===== src/rtl/mult_pkg.sv =====
`default_nettype none
// ============================================================================
// Module      : mult_pkg
// Description : Shared definitions for the sequential Booth multiplier family:
//               FSM state encoding, Booth recode pairs and a constant-time
//               clog2 helper for sizing counters.
// Revision    : 1.0 - initial release
// ============================================================================
package mult_pkg;

   // Controller states, 2-bit encoding
   typedef enum logic [1:0] {
      IDLE = 2'd0,
      CALC = 2'd1,
      FIN  = 2'd2
   } state_e;

   // Radix-2 Booth recode of the pair {P[1], P[0]}
   localparam logic [1:0] BOOTH_NOP = 2'b00;  // 11 is also a no-op
   localparam logic [1:0] BOOTH_ADD = 2'b01;
   localparam logic [1:0] BOOTH_SUB = 2'b10;

   // Ceiling log2, minimum result 1 so a counter is never zero bits wide
   function automatic int clog2(input int value);
      int r;
      r = 1;
      for (int i = 1; i < 32; i++) begin
         if ((1 << i) < value) begin
            r = i + 1;
         end
      end
      return r;
   endfunction

endpackage : mult_pkg
`default_nettype wire


===== src/rtl/mult_booth_seq_signed_booth_step.sv =====
`default_nettype none
// ============================================================================
// Module      : booth_step
// Description : One combinational radix-2 Booth iteration. Recodes P[1:0],
//               adds/subtracts the multiplicand into the upper accumulator
//               (one guard bit wide) and arithmetic-shifts the whole P right
//               by one. Reusable by unrolled or higher-radix variants.
// Revision    : 1.0 - initial release
// ============================================================================
module booth_step
   import mult_pkg::*;
#(
   parameter int WIDTH_A = 6,
   parameter int WIDTH_B = 6
) (
   input  logic [WIDTH_A+WIDTH_B:0] i_p,
   input  logic [WIDTH_A-1:0]       i_a,
   output logic [WIDTH_A+WIDTH_B:0] o_p
);

   localparam int c_PW = WIDTH_A + WIDTH_B + 1;

   logic [WIDTH_A:0] w_acc;
   logic [WIDTH_A:0] w_a_ext;
   logic [WIDTH_A:0] w_sum;

   // One extra sign bit on both operands: negating -2^(WIDTH_A-1) stays exact
   assign w_acc   = {i_p[c_PW-1], i_p[c_PW-1:WIDTH_B+1]};
   assign w_a_ext = {i_a[WIDTH_A-1], i_a};

   // Booth recode and partial-product accumulate
   always_comb begin
      w_sum = w_acc;
      case (i_p[1:0])
         BOOTH_ADD: w_sum = w_acc + w_a_ext;
         BOOTH_SUB: w_sum = w_acc - w_a_ext;
         BOOTH_NOP: w_sum = w_acc;
         default:   w_sum = w_acc;
      endcase
   end

   // The guard bit becomes the new MSB, which is exactly the arithmetic shift
   assign o_p = {w_sum, i_p[WIDTH_B:1]};

endmodule : booth_step
`default_nettype wire


===== src/rtl/mult_booth_seq_signed.sv =====
`default_nettype none
// ============================================================================
// Module      : mult_booth_seq_signed
// Description : Sequential radix-2 Booth signed multiplier, one Booth step
//               per clock, START/DONE handshake. Q and DONE are registered.
//               Optional macro MULT_BOOTH_ZERO_SKIP_EN: a zero operand skips
//               straight to FIN and returns Q=0 one cycle after START.
// Revision    : 1.0 - initial release
// ============================================================================
module mult_booth_seq_signed
   import mult_pkg::*;
#(
   parameter  int WIDTH_A = 6,
   parameter  int WIDTH_B = 6,
   localparam int WIDTH_Q = WIDTH_A + WIDTH_B
) (
   input  logic               CLK,
   input  logic               nRST,
   input  logic               START,
   input  logic [WIDTH_A-1:0] A,
   input  logic [WIDTH_B-1:0] B,
   output logic               BUSY,
   output logic               DONE,
   output logic [WIDTH_Q-1:0] Q
);

   localparam int                 c_CNT_W    = clog2(WIDTH_B);
   localparam logic [c_CNT_W-1:0] c_CNT_LAST = c_CNT_W'(WIDTH_B - 1);

   localparam logic [1:0] c_ST_IDLE = IDLE;
   localparam logic [1:0] c_ST_CALC = CALC;
   localparam logic [1:0] c_ST_FIN  = FIN;

   logic [1:0]         r_state;
   logic [WIDTH_Q:0]   r_p;
   logic [WIDTH_A-1:0] r_a;
   logic [c_CNT_W-1:0] r_cnt;
   logic [WIDTH_Q:0]   w_p_next;
   logic               w_zero_skip;

`ifdef MULT_BOOTH_ZERO_SKIP_EN
   assign w_zero_skip = (A == '0) || (B == '0);
`else
   assign w_zero_skip = 1'b0;
`endif

   booth_step #(
      .WIDTH_A (WIDTH_A),
      .WIDTH_B (WIDTH_B)
   ) u_booth_step (
      .i_p (r_p),
      .i_a (r_a),
      .o_p (w_p_next)
   );

   // Controller and datapath registers; reset aborts any operation in flight
   always_ff @(posedge CLK or negedge nRST) begin
      if (!nRST) begin
         r_state <= c_ST_IDLE;
         r_p     <= '0;
         r_a     <= '0;
         r_cnt   <= '0;
         BUSY    <= 1'b0;
         DONE    <= 1'b0;
         Q       <= '0;
      end else begin
         DONE <= 1'b0;
         case (r_state)
            c_ST_IDLE: begin
               if (START) begin
                  r_a   <= A;
                  r_cnt <= '0;
                  if (w_zero_skip) begin
                     // Cleared P makes FIN publish a zero product
                     r_p     <= '0;
                     r_state <= c_ST_FIN;
                  end else begin
                     r_p     <= {{WIDTH_A{1'b0}}, B, 1'b0};
                     BUSY    <= 1'b1;
                     r_state <= c_ST_CALC;
                  end
               end
            end
            c_ST_CALC: begin
               r_p   <= w_p_next;
               r_cnt <= r_cnt + 1'b1;
               if (r_cnt == c_CNT_LAST) begin
                  BUSY    <= 1'b0;
                  r_state <= c_ST_FIN;
               end
            end
            c_ST_FIN: begin
               Q       <= r_p[WIDTH_Q:1];
               DONE    <= 1'b1;
               r_state <= c_ST_IDLE;
            end
            default: begin
               r_state <= c_ST_IDLE;
               BUSY    <= 1'b0;
            end
         endcase
      end
   end

endmodule : mult_booth_seq_signed
`default_nettype wire


===== config.mk =====
export PLATFORM = sky130hd
export DESIGN_NAME = mult_booth_seq_signed
export DESIGN_NICKNAME = d
export VERILOG_FILES = /design/src/rtl/mult_pkg.sv /design/src/rtl/mult_booth_seq_signed_booth_step.sv /design/src/rtl/mult_booth_seq_signed.sv
export SDC_FILE = /design/constraint.sdc
export NUM_CORES = 1
export LEC_CHECK = 0
export ABC_AREA = 1
export BUFFER_PORTS_ARGS = -buffer_cell sky130_fd_sc_hd__buf_4
export CAP_MARGIN = 15
export CORE_MARGIN = 2
export CORE_UTILIZATION = 45
export DETAILED_ROUTE_END_ITERATION = 10
export PLACE_DENSITY = 0.59
export SLEW_MARGIN = 40
export SYNTH_ARGS = -nofsm -noshare
export SYNTH_HDL_FRONTEND = slang
export SYNTH_SLANG_ARGS = --single-unit

===== constraint.sdc =====
create_clock -name CLK -period 3.8 [get_ports CLK]
set_input_delay 0.38 -clock CLK [delete_from_list [all_inputs] [get_ports CLK]]
set_output_delay 0.38 -clock CLK [all_outputs]
set_load 0.02 [all_outputs]

==> flow_summary.yaml, run 1 <==
sta:
  final.setup.tns_ns: 0
  grt_setup_unrepaired: "no"
  setup_viol: 0
  hold_violations: 0
  drv_slew: 0
  worst_pin_slew_ns: 0.629
  min_period_over_period_pct: 60.4
  relSlewSlack_pct: 57.9
  fin_skew_ns: 0.0139
  finalCriticalPeriod_ns: 2.30
  timing.fmax_mhz: 435
global_routing:
  antenna_found_initial: 0
  grt_max_degree: 68
  gr-total-overflow: 0
  grt.total_usage_pct: 22.4
  grt_pass1_vias: 3497
  grt_pass1_wl_mm: 17.3
clocking:
  cts_setup_buffers: 0
  cts_root_buf: "clkbuf_8"
  clk_pin_slew_ns: 0.10
  clk_latency_ns: 0.36
  htreeDepth: 3
  cts_sinks: 67
  cts-resized-gates: 0
  cts_tree: "built"
  clockBufferDepth: 2
  cts_made_buffers: 9
  hold_buffers: 0
min_path:
  hold_path.class: "input port to asynchronous set/reset pin"
power:
  p_leak_uw: 0.00236
  ir_worst_vdd_v: 0.000177
  power_density_nw_per_um2: 308
worst_setup_path:
  crit_arrival_ns: 2.53
  path_class: "register to register"
  start_kind: "register"
  required_ns: 4.04
  end_kind: "register"
  path_max_fanout: 27
final_layout:
  finish.utilization_pct: 52.0
  fillers: 892
  area_growth_pct: 12.9
  antenna_cells: 0
  drive_above_1_share_pct: 9.95
  layout.nets: 615
logic_synthesis:
  ys_ff_latch: 67
  syn_avg_cell_area_um2: 7.10
  synthCells: 560
  syn_nets: 587
  syn_area_um2: 3980
  synth_flop_cell: "dfrtp_1"
  yosys.area.top_type: "dfrtp_1"
  yosysWarnings: 0
  synth_cell_types: 31
  synthTopCellsByArea: "dfrtp_1 (42%), nand2_1 (15%), nor2_1 (7.3%)"
  postSynth.asyncResetShare_pct: 100
  synth_top_cell_area_share_pct: 42.2
  seq_area_frac_synth_pct: 42.2
  synth-edff-count: 0
floorplanning:
  fp.coreArea_um2: 8640
  dieArea_um2: 9600
  die_y_um: 98
  ios: 29
  rows: 34
  start_util_pct: 46.0
  die_x_um: 98
detailed_routing:
  post_drt_wl_per_cell_um: 14.4
  drtIter0Drc: 216
  drtAntennaViolNets: 0
  viasPerCell: 5.20
  vias: 3645
  wirelength_mm: 10.1
  drtPass1Iterations: 5
  drc: 0
placement:
  gp_congestion: 0.936
  dp_hpwl_mm: 7.43
  port_buffers: 28
flow_run:
  maxCapViolations: 0
run_status:
  status: "finished, final reports clean"
## where the power goes
| part | internal [µW] | switching (µW) | total (µW) | leakage [µW] |
|---|---|---|---|---|
| registers | 712 | 0 | 712 | 0.000746 |
| clock network | 316 | 328 | 643 | 0.000103 |
| logic | 9.66 | 16.3 | 26.0 | 0.00152 |
## per-layer routing
metal / global-route usage [%] / up-vias / share of wire, %
met5: 0 / - / 0
met3: 3.94 / 14 / 5.5
met2: 32.7 / 95 / 41
met4: 6.41 / 0 / 1.3
li1: - / 1856 / -
met1: 34.1 / 1680 / 52
## flip-flops by register name, summed over array words and instances (netlist names)
signal,flops
r_cnt,32
r_p,13
Q,12
r_a,6
r_state,2
BUSY,1
DONE,1
## worst max-delay path, stage by stage, from the launching register on
cell and delay, ns:
dfrtp_1 0.37, inv_1 0.09, nand2_1 0.05, buf_4 0.21, nand2_2 0.42, clkinv_1 0.63
a22oi_1 0.36, inv_1 0.06
## synth_stat cells (2+ instances only)
library cell / n
nand4_1: 5
xnor2_1: 5
clkinv_1: 2
xor2_1: 4
a21oi_1: 17
dfrtp_1: 67
buf_2: 4
a2bb2oi_1: 2
a22oi_1: 3
nand2_1: 160
inv_1: 62
a21o_1: 2
nand2_2: 3
ha_1: 11
o22ai_1: 9
nor2_4: 3
or2_2: 2
nor2_1: 77
nor2_2: 2
nand3_1: 55
clkbuf_1: 7
o21ai_0: 47
o21ai_1: 2
o31ai_1: 2
## final cells by class
cell class / count / area, µm² / area share (%)
Clock buffer: 9 / 124 / 2.76
Inverter: 65 / 244 / 5.43
Timing Repair Buffer: 29 / 221 / 4.93
Clock inverter: 7 / 83.8 / 1.87
Sequential cell: 67 / 1680 / 37.3
Tap cell: 108 / 135 / 3.01
Multi-Input combinational cell: 416 / 2010 / 44.7
## logic make-up (layout without fill, tap and decap cells)
logic type	count (synthesis)	after routing	synth area share, %
simple gates	309	309	32.6
compound gates	86	86	11.9
flops	67	67	42.2
xor+xnor	9	9	1.98
fa+ha+maj	12	12	3.96
buf+inv	77	110	7.39
## final timing paths
| path | slack, ns | start | depth (start not counted) | endpoint |
|---|---|---|---|---|
| hold / removal | 0.0006 | nRST | 1 | Q[1]$_DFFE_PN0P_ |
| hold reg to reg | 0.49 | Q[9]$_DFFE_PN0P_ | 2 | Q[9]$_DFFE_PN0P_ |
| setup reg to reg | 1.50 | r_state[1]$_DFFE_PN0P_ | 7 | r_cnt[5]$_DFFE_PN0P_ |
| max in group asynchronous | 3.36 | nRST | 1 | r_cnt[26]$_DFFE_PN0P_ |
| min in group CLK | 0.23 | A[1] | 3 | r_a[1]$_DFFE_PN0P_ |
| setup / recovery | 1.50 | r_state[1]$_DFFE_PN0P_ | 7 | r_cnt[5]$_DFFE_PN0P_ |
## per-stage QoR
step	power [µW]	instance area [µm²]	instances	setup WS (ns)	hold slack, ns
after global routing	1420	4490	701	1.20	0.0449
after floorplan	727	3980	560	1.78	0.0844
after CTS	1400	4490	701	1.46	0.0440
final	1380	4490	701	1.50	0.000600
after detailed placement	754	4280	685	1.46	0.430
after global placement	754	4280	685	1.49	0.469
## layout by cell type, fill, tap and decap left out, drive strengths merged
cell,netlist,layout
ha,11,11
dfrtp,67,67
o31ai,2,2
nor3,1,1
buf,5,29
nand3,56,56
bufinv,0,1
or2,2,2
o211ai,1,1
clkbuf,7,9
a22oi,3,3
fa,1,1
o21ai,50,50
a2bb2oi,2,2
nand2,163,163
clkinvlp,0,1
inv,63,67
nor2,82,82
a21o,2,2
xnor2,5,5
xor2,4,4
clkinv,2,3
a21oi,17,17
o22ai,9,9
nand4,5,5
(Power assumes the default switching activity.)
==> run 2: changes to the inputs <==
--- a/config.mk
+++ b/config.mk
@@ -11,7 +11,7 @@
 export CORE_MARGIN = 2
 export CORE_UTILIZATION = 45
 export DETAILED_ROUTE_END_ITERATION = 10
-export PLACE_DENSITY = 0.59
+export PLACE_DENSITY = 0.62
 export SLEW_MARGIN = 40
 export SYNTH_ARGS = -nofsm -noshare
 export SYNTH_HDL_FRONTEND = slang
==> constraint.sdc (replaced) <==
create_clock -name CLK -period 1.9 [get_ports CLK]
set_input_delay 0.19 -clock CLK [delete_from_list [all_inputs] [get_ports CLK]]
set_output_delay 0.19 -clock CLK [all_outputs]
set_load 0.02 [all_outputs]
==> run 2 against run 1 <==
Net effect: the run now ends with setup timing left; hold slack better by 0.020 ns; via count up 7.0%; worst setup slack worse by 1.6 ns; count of clock-buffer cells in the layout up 2; critical path depth up 4; highest routed layer unchanged.
==> flow_summary.yaml, run 2 (same netlist as run 1, synthesis figures left out) <==
placement:
  place_area_um2: 4460
  dp_hpwl_mm: 8.04
  port_buffers: 28
  gp_congestion: 0.916
final_layout:
  seq_area_um2: 1680
  largest_reg_flops: 32
  layout_common_cells: "nand2_1 (153), nor2_1 (75), dfrtp_1 (67)"
  reg.largest.list: "r_cnt: 32 flops, r_p: 13 flops, Q: 12 flops"
  postLayoutCellArea_um2: 4930
  antenna_cells: 0
  fillers: 837
  regMostFlops: "r_cnt"
  final_common_cell: "nand2_1"
  multi_input_area_um2: 2220
  drive_above_1_share_pct: 19.0
  layout.nets: 639
  area_growth_pct: 24.0
sta:
  drv_slew: 0
  fin_skew_ns: 0.0161
  worst_pin_slew_ns: 0.548
  final.setup.tns_ns: -0.148
  grt_setup_unrepaired: "yes"
  finalCriticalPeriod_ns: 1.96
  setup_viol: 4
  relSlewSlack_pct: 63.4
  hold_violations: 0
  min_period_over_period_pct: 103
  fin_ws_ns: -0.0647
  timing.fmax_mhz: 509
detailed_routing:
  vias: 3900
  drtAntennaViolNets: 0
  drc: 0
  drtIter0Drc: 259
  viasPerCell: 5.38
  drtPass1Iterations: 5
  wirelength_mm: 11.4
  post_drt_wl_per_cell_um: 15.7
global_routing:
  grt_max_degree: 37
  grt.total_usage_pct: 24.6
  antenna_found_initial: 0
  grt_pass1_wl_mm: 18.7
  gr-total-overflow: 0
  grt_pass1_vias: 3802
worst_setup_path:
  crit_arrival_ns: 2.22
  cpLargestDelayFamily: "simple AND/OR/NAND/NOR gates"
  path_max_fanout: 7
  end_kind: "register"
  regToRegSetupSlack_ns: -0.06
  r2r_cells: 11
  cpMostUsedCell: "nand2_1"
  path_class: "register to register"
  start_kind: "register"
  cp.buffers_inverters: 1
  r2r_end: "r_p[11]$_DFFE_PN0P_"
  path_cells: "ha_4 > nor2_4 > xor2_2 > ha_4 > buf_4 > nand4_1 > nand3_1 > nand2_1 > nand3_2 > nand2_1 > nand2_1"
  slowest_stage: "dfrtp_1"
  cpPeakStageDelay_ns: 0.42
  required_ns: 2.15
  worstReg2RegStart: "r_p[1]$_DFFE_PN0P_"
min_path:
  min_from: "A[5]"
  worstHoldEndpoint: "r_a[5]$_DFFE_PN0P_"
  hold_path.class: "input port to register"
  whs_path_depth: 3
clocking:
  htreeDepth: 3
  clk_pin_slew_ns: 0.09
  cts_made_buffers: 9
  cts_tree: "built"
  clockBufferDepth: 2
  clk_latency_ns: 0.36
  cts_root_buf: "clkbuf_8"
  cts_sinks: 67
power:
  p_leak_uw: 0.00252
  power_density_nw_per_um2: 586
  ir_worst_vdd_v: 0.000383
floorplanning:
  rows: 34
  ios: 29
  die_y_um: 98
  dieArea_um2: 9600
  die_x_um: 98
  fp.coreArea_um2: 8640
  start_util_pct: 46.0
flow_run:
  maxCapViolations: 0
run_status:
  status: "complete, but fails checks"
  violations: "setup timing"
==> run 2: changes by cell type in the layout (fill, tap and decap cells not counted), moves of 5 or more <==
cell and change:
buf_4 +22, ha_1 -7, nand2_1 -7, ha_4 +6, inv_1 -6, nand2_2 +6
nand3_1 -6, inv_2 +5, nand3_2 +5
==> run 2: layout make-up <==
cell class	instances	share of cell area, %
well taps	108	2.74
clock inverters	5	1.73
repair buffers	53	8.63
inverters	65	5.00
flip-flops and latches	67	34.0
multi-input cells	416	45.0
clock buffers	11	2.87
==> run 2: per-layer routing <==
layer | routed length, µm | vias to the layer above | share of wire [%] | track usage, %
li1 | - | 1919 | - | -
met1 | 5040 | 1862 | 44 | 32.1
met3 | 455 | 22 | 4.0 | 4.01
met4 | 251 | 0 | 2.2 | 8.12
met2 | 5620 | 97 | 49 | 41.7
met5 | 0 | - | 0 | 0
==> run 2: how the worst max path moves through the flow <==
stage,start,endpoint,cells after the start
finish,r_p[1]$_DFFE_PN0P_,r_p[11]$_DFFE_PN0P_,11
CTS,r_a[0]$_DFFE_PN0P_,r_p[12]$_DFFE_PN0P_,13
global route,r_p[0]$_DFFE_PN0P_,r_p[10]$_DFFE_PN0P_,13
detailed placement,r_a[0]$_DFFE_PN0P_,r_p[9]$_DFFE_PN0P_,12
global placement,r_p[0]$_DFFE_PN0P_,r_p[12]$_DFFE_PN0P_,10
floorplan,r_p[0]$_DFFE_PN0P_,r_p[12]$_DFFE_PN0P_,15
==> run 2: stage by stage <==
step                instances  util [%]  hold slack (ns)  total power (µW)  setup WS (ns)
global route              725      57.1           0.0317              2960         -0.206
finish                    725      57.1           0.0206              2890        -0.0647
floorplan                 560         -           -0.106              1450        0.00788
detailed placement        701      51.6            0.169              1510         -0.133
global placement          701      51.6            0.158              1510        -0.0942
CTS                       722      55.5           0.0223              2900        -0.0548
==> run 2: tightest hold or removal path, stage by stage <==
cell,delay (ns)
buf_4,0.07
nand2_1,0.04
nand2_1,0.05
==> run 2: where the power goes <==
group          internal, µW  switching (µW)  total [µW]
sequential             1420               0        1420
clock                   783             625        1410
combinational          24.1            34.6        58.7
total                  2230             659        2890
==> run 2: timing repair <==
item / CTS / global route
endpoints found under the setup margin: 5 / 7
setup buffers: 4 / 3
pin swaps: 8 / 23
gates resized for setup: 17 / 28
hold endpoints to repair: 31 / 0
hold buffers: 1 / 0
==> run 3: changes to the inputs <==
--- a/config.mk
+++ b/config.mk
@@ -12,6 +12,7 @@
 export CORE_UTILIZATION = 45
 export DETAILED_ROUTE_END_ITERATION = 10
 export PLACE_DENSITY = 0.62
+export RECOVER_POWER = 25
 export SLEW_MARGIN = 40
 export SYNTH_ARGS = -nofsm -noshare
 export SYNTH_HDL_FRONTEND = slang
==> run 3 against run 2 <==
Net effect: the flow still finishes with violations (setup timing); worst setup slack got worse by 0.00060 ns; flip-flop and latch count unchanged; global-route usage unchanged; critical path type unchanged; hold slack improved by 0.0028 ns; sequential share of layout area increased by 0.10 points; power decreased by 0.28%; combinational power decreased by 7.8%; first-iteration DRC count decreased by 3.1%.
==> flow_summary.yaml, run 3 (same netlist as run 1, synthesis figures left out) <==
floorplanning:
  ios: 29
  rows: 34
  die_x_um: 98
  dieArea_um2: 9600
  fp.coreArea_um2: 8640
  die_y_um: 98
  start_util_pct: 46.0
detailed_routing:
  vias: 3880
  post_drt_wl_per_cell_um: 15.7
  drc: 0
  drtIter0Drc: 251
  drtAntennaViolNets: 0
  drtPass1Iterations: 5
  wirelength_mm: 11.4
  viasPerCell: 5.35
sta:
  worst_pin_slew_ns: 0.821
  grt_setup_unrepaired: "yes"
  relSlewSlack_pct: 45.2
  drv_slew: 0
  min_period_over_period_pct: 103
  hold_violations: 0
  finalCriticalPeriod_ns: 1.97
  fin_skew_ns: 0.0164
  setup_viol: 4
  whs_ns: 0.0235
  final.setup.tns_ns: -0.155
  fin_ws_ns: -0.0653
  timing.fmax_mhz: 509
final_layout:
  drive_above_1_share_pct: 19.0
  regMostFlops: "r_cnt"
  post_layout_nonfiller_instances: 725
  antenna_cells: 0
  layout.nets: 639
  layout_common_cells: "nand2_1 (153), nor2_1 (75), dfrtp_1 (67)"
  fillers: 840
  largest_reg_flops: 32
  final_common_cell: "nand2_1"
  area_growth_pct: 23.6
  reg.largest.list: "r_cnt: 32 flops, r_p: 13 flops, Q: 12 flops"
placement:
  gp_congestion: 0.916
  port_buffers: 28
  dp_hpwl_mm: 8.04
  post-place-cells: 701
run_status:
  status: "complete, but fails checks"
  violations: "setup timing"
global_routing:
  antenna_found_initial: 0
  grt_max_degree: 37
  grt_pass1_wl_mm: 18.7
  gr-total-overflow: 0
  grt_pass1_vias: 3802
  grt.total_usage_pct: 24.6
worst_setup_path:
  path_max_fanout: 7
  cpPeakStageDelay_ns: 0.42
  required_ns: 2.15
  path_cells: "ha_4 > nor2_4 > xor2_2 > ha_4 > buf_4 > nand4_1 > nand3_1 > nand2_1 > nand3_2 > nand2_1 > nand2_1"
  cpMostUsedCell: "nand2_1"
  r2r_cells: 11
  end_kind: "register"
  regToRegSetupSlack_ns: -0.07
  start_kind: "register"
  crit_arrival_ns: 2.22
  slowest_stage: "dfrtp_1"
  path_class: "register to register"
flow_run:
  maxCapViolations: 0
clocking:
  htreeDepth: 3
  cts_root_buf: "clkbuf_8"
  clk_latency_ns: 0.36
  cts_made_buffers: 9
  cts_sinks: 67
  clk_pin_slew_ns: 0.09
  cts_tree: "built"
  clockBufferDepth: 2
power:
  p_total_uw: 2880
  p_leak_uw: 0.00251
  power_density_nw_per_um2: 587
  ir_worst_vdd_v: 0.000384
min_path:
  hold_path.class: "input port to register"
  whs_path_depth: 3
[run 3: cell types whose count changed in the layout (fill, tap and decap cells not counted)]
cell      change
clkbuf_4      +1
buf_12        -1
buf_4         -1
clkbuf_2      +1
[run 3: power by group]
group	total, µW	internal [µW]	switching (µW)
registers	1420	1420	0
logic	54.1	20.4	33.7
clock network	1400	783	621
total	2880	2230	655
[run 3: final timing paths]
path	from	to
hold reg to reg	Q[4]$_DFFE_PN0P_	Q[4]$_DFFE_PN0P_
min in group asynchronous	nRST	Q[2]$_DFFE_PN0P_
setup reg to reg	r_p[1]$_DFFE_PN0P_	r_p[11]$_DFFE_PN0P_
hold / removal	A[5]	r_a[5]$_DFFE_PN0P_
max in group asynchronous	nRST	r_cnt[23]$_DFFE_PN0P_
setup / recovery	r_p[1]$_DFFE_PN0P_	r_p[11]$_DFFE_PN0P_
[run 3: metal layers]
| metal | global-route usage, % | share of wire (%) |
|---|---|---|
| met1 | 32.1 | 44 |
| met2 | 41.7 | 49 |
| met3 | 4.01 | 5.1 |
| met4 | 8.12 | 2.1 |
| met5 | 0 | 0 |
[run 3: repair_timing]
action | CTS | global route
gates resized for setup | 17 | 28
endpoints found under the hold margin | 31 | 0
pin swaps | 8 | 23
endpoints found under the setup margin | 5 | 7
hold buffers | 1 | 0
setup buffers | 4 | 3
[run 3: area by class of cell]
type / instances / area, µm² / area share (%)
Inverter: 65 / 246 / 5.02
Tap cell: 108 / 135 / 2.75
Sequential cell: 67 / 1680 / 34.1
Clock buffer: 11 / 141 / 2.88
Timing Repair Buffer: 53 / 410 / 8.35
Clock inverter: 5 / 85.1 / 1.73
Multi-Input combinational cell: 416 / 2220 / 45.2
[run 3: worst max-delay path: cells and delay by family (launching register included)]
family,cells,cell delay (ns)
simple gates,7,0.62
xor+xnor,1,0.21
fa+ha+maj,2,0.47
flops,1,0.42
buf+inv,1,0.13
[run 3: metrics by stage]
step / area [µm²] / util [%] / setup slack [ns]
final: 4910 / 56.9 / -0.0653
after global routing: 4910 / 56.9 / -0.206
after CTS: 4790 / 55.5 / -0.0548
after detailed placement: 4460 / 51.6 / -0.133
after global placement: 4460 / 51.6 / -0.0942
after floorplan: 4020 / - / 0.00788
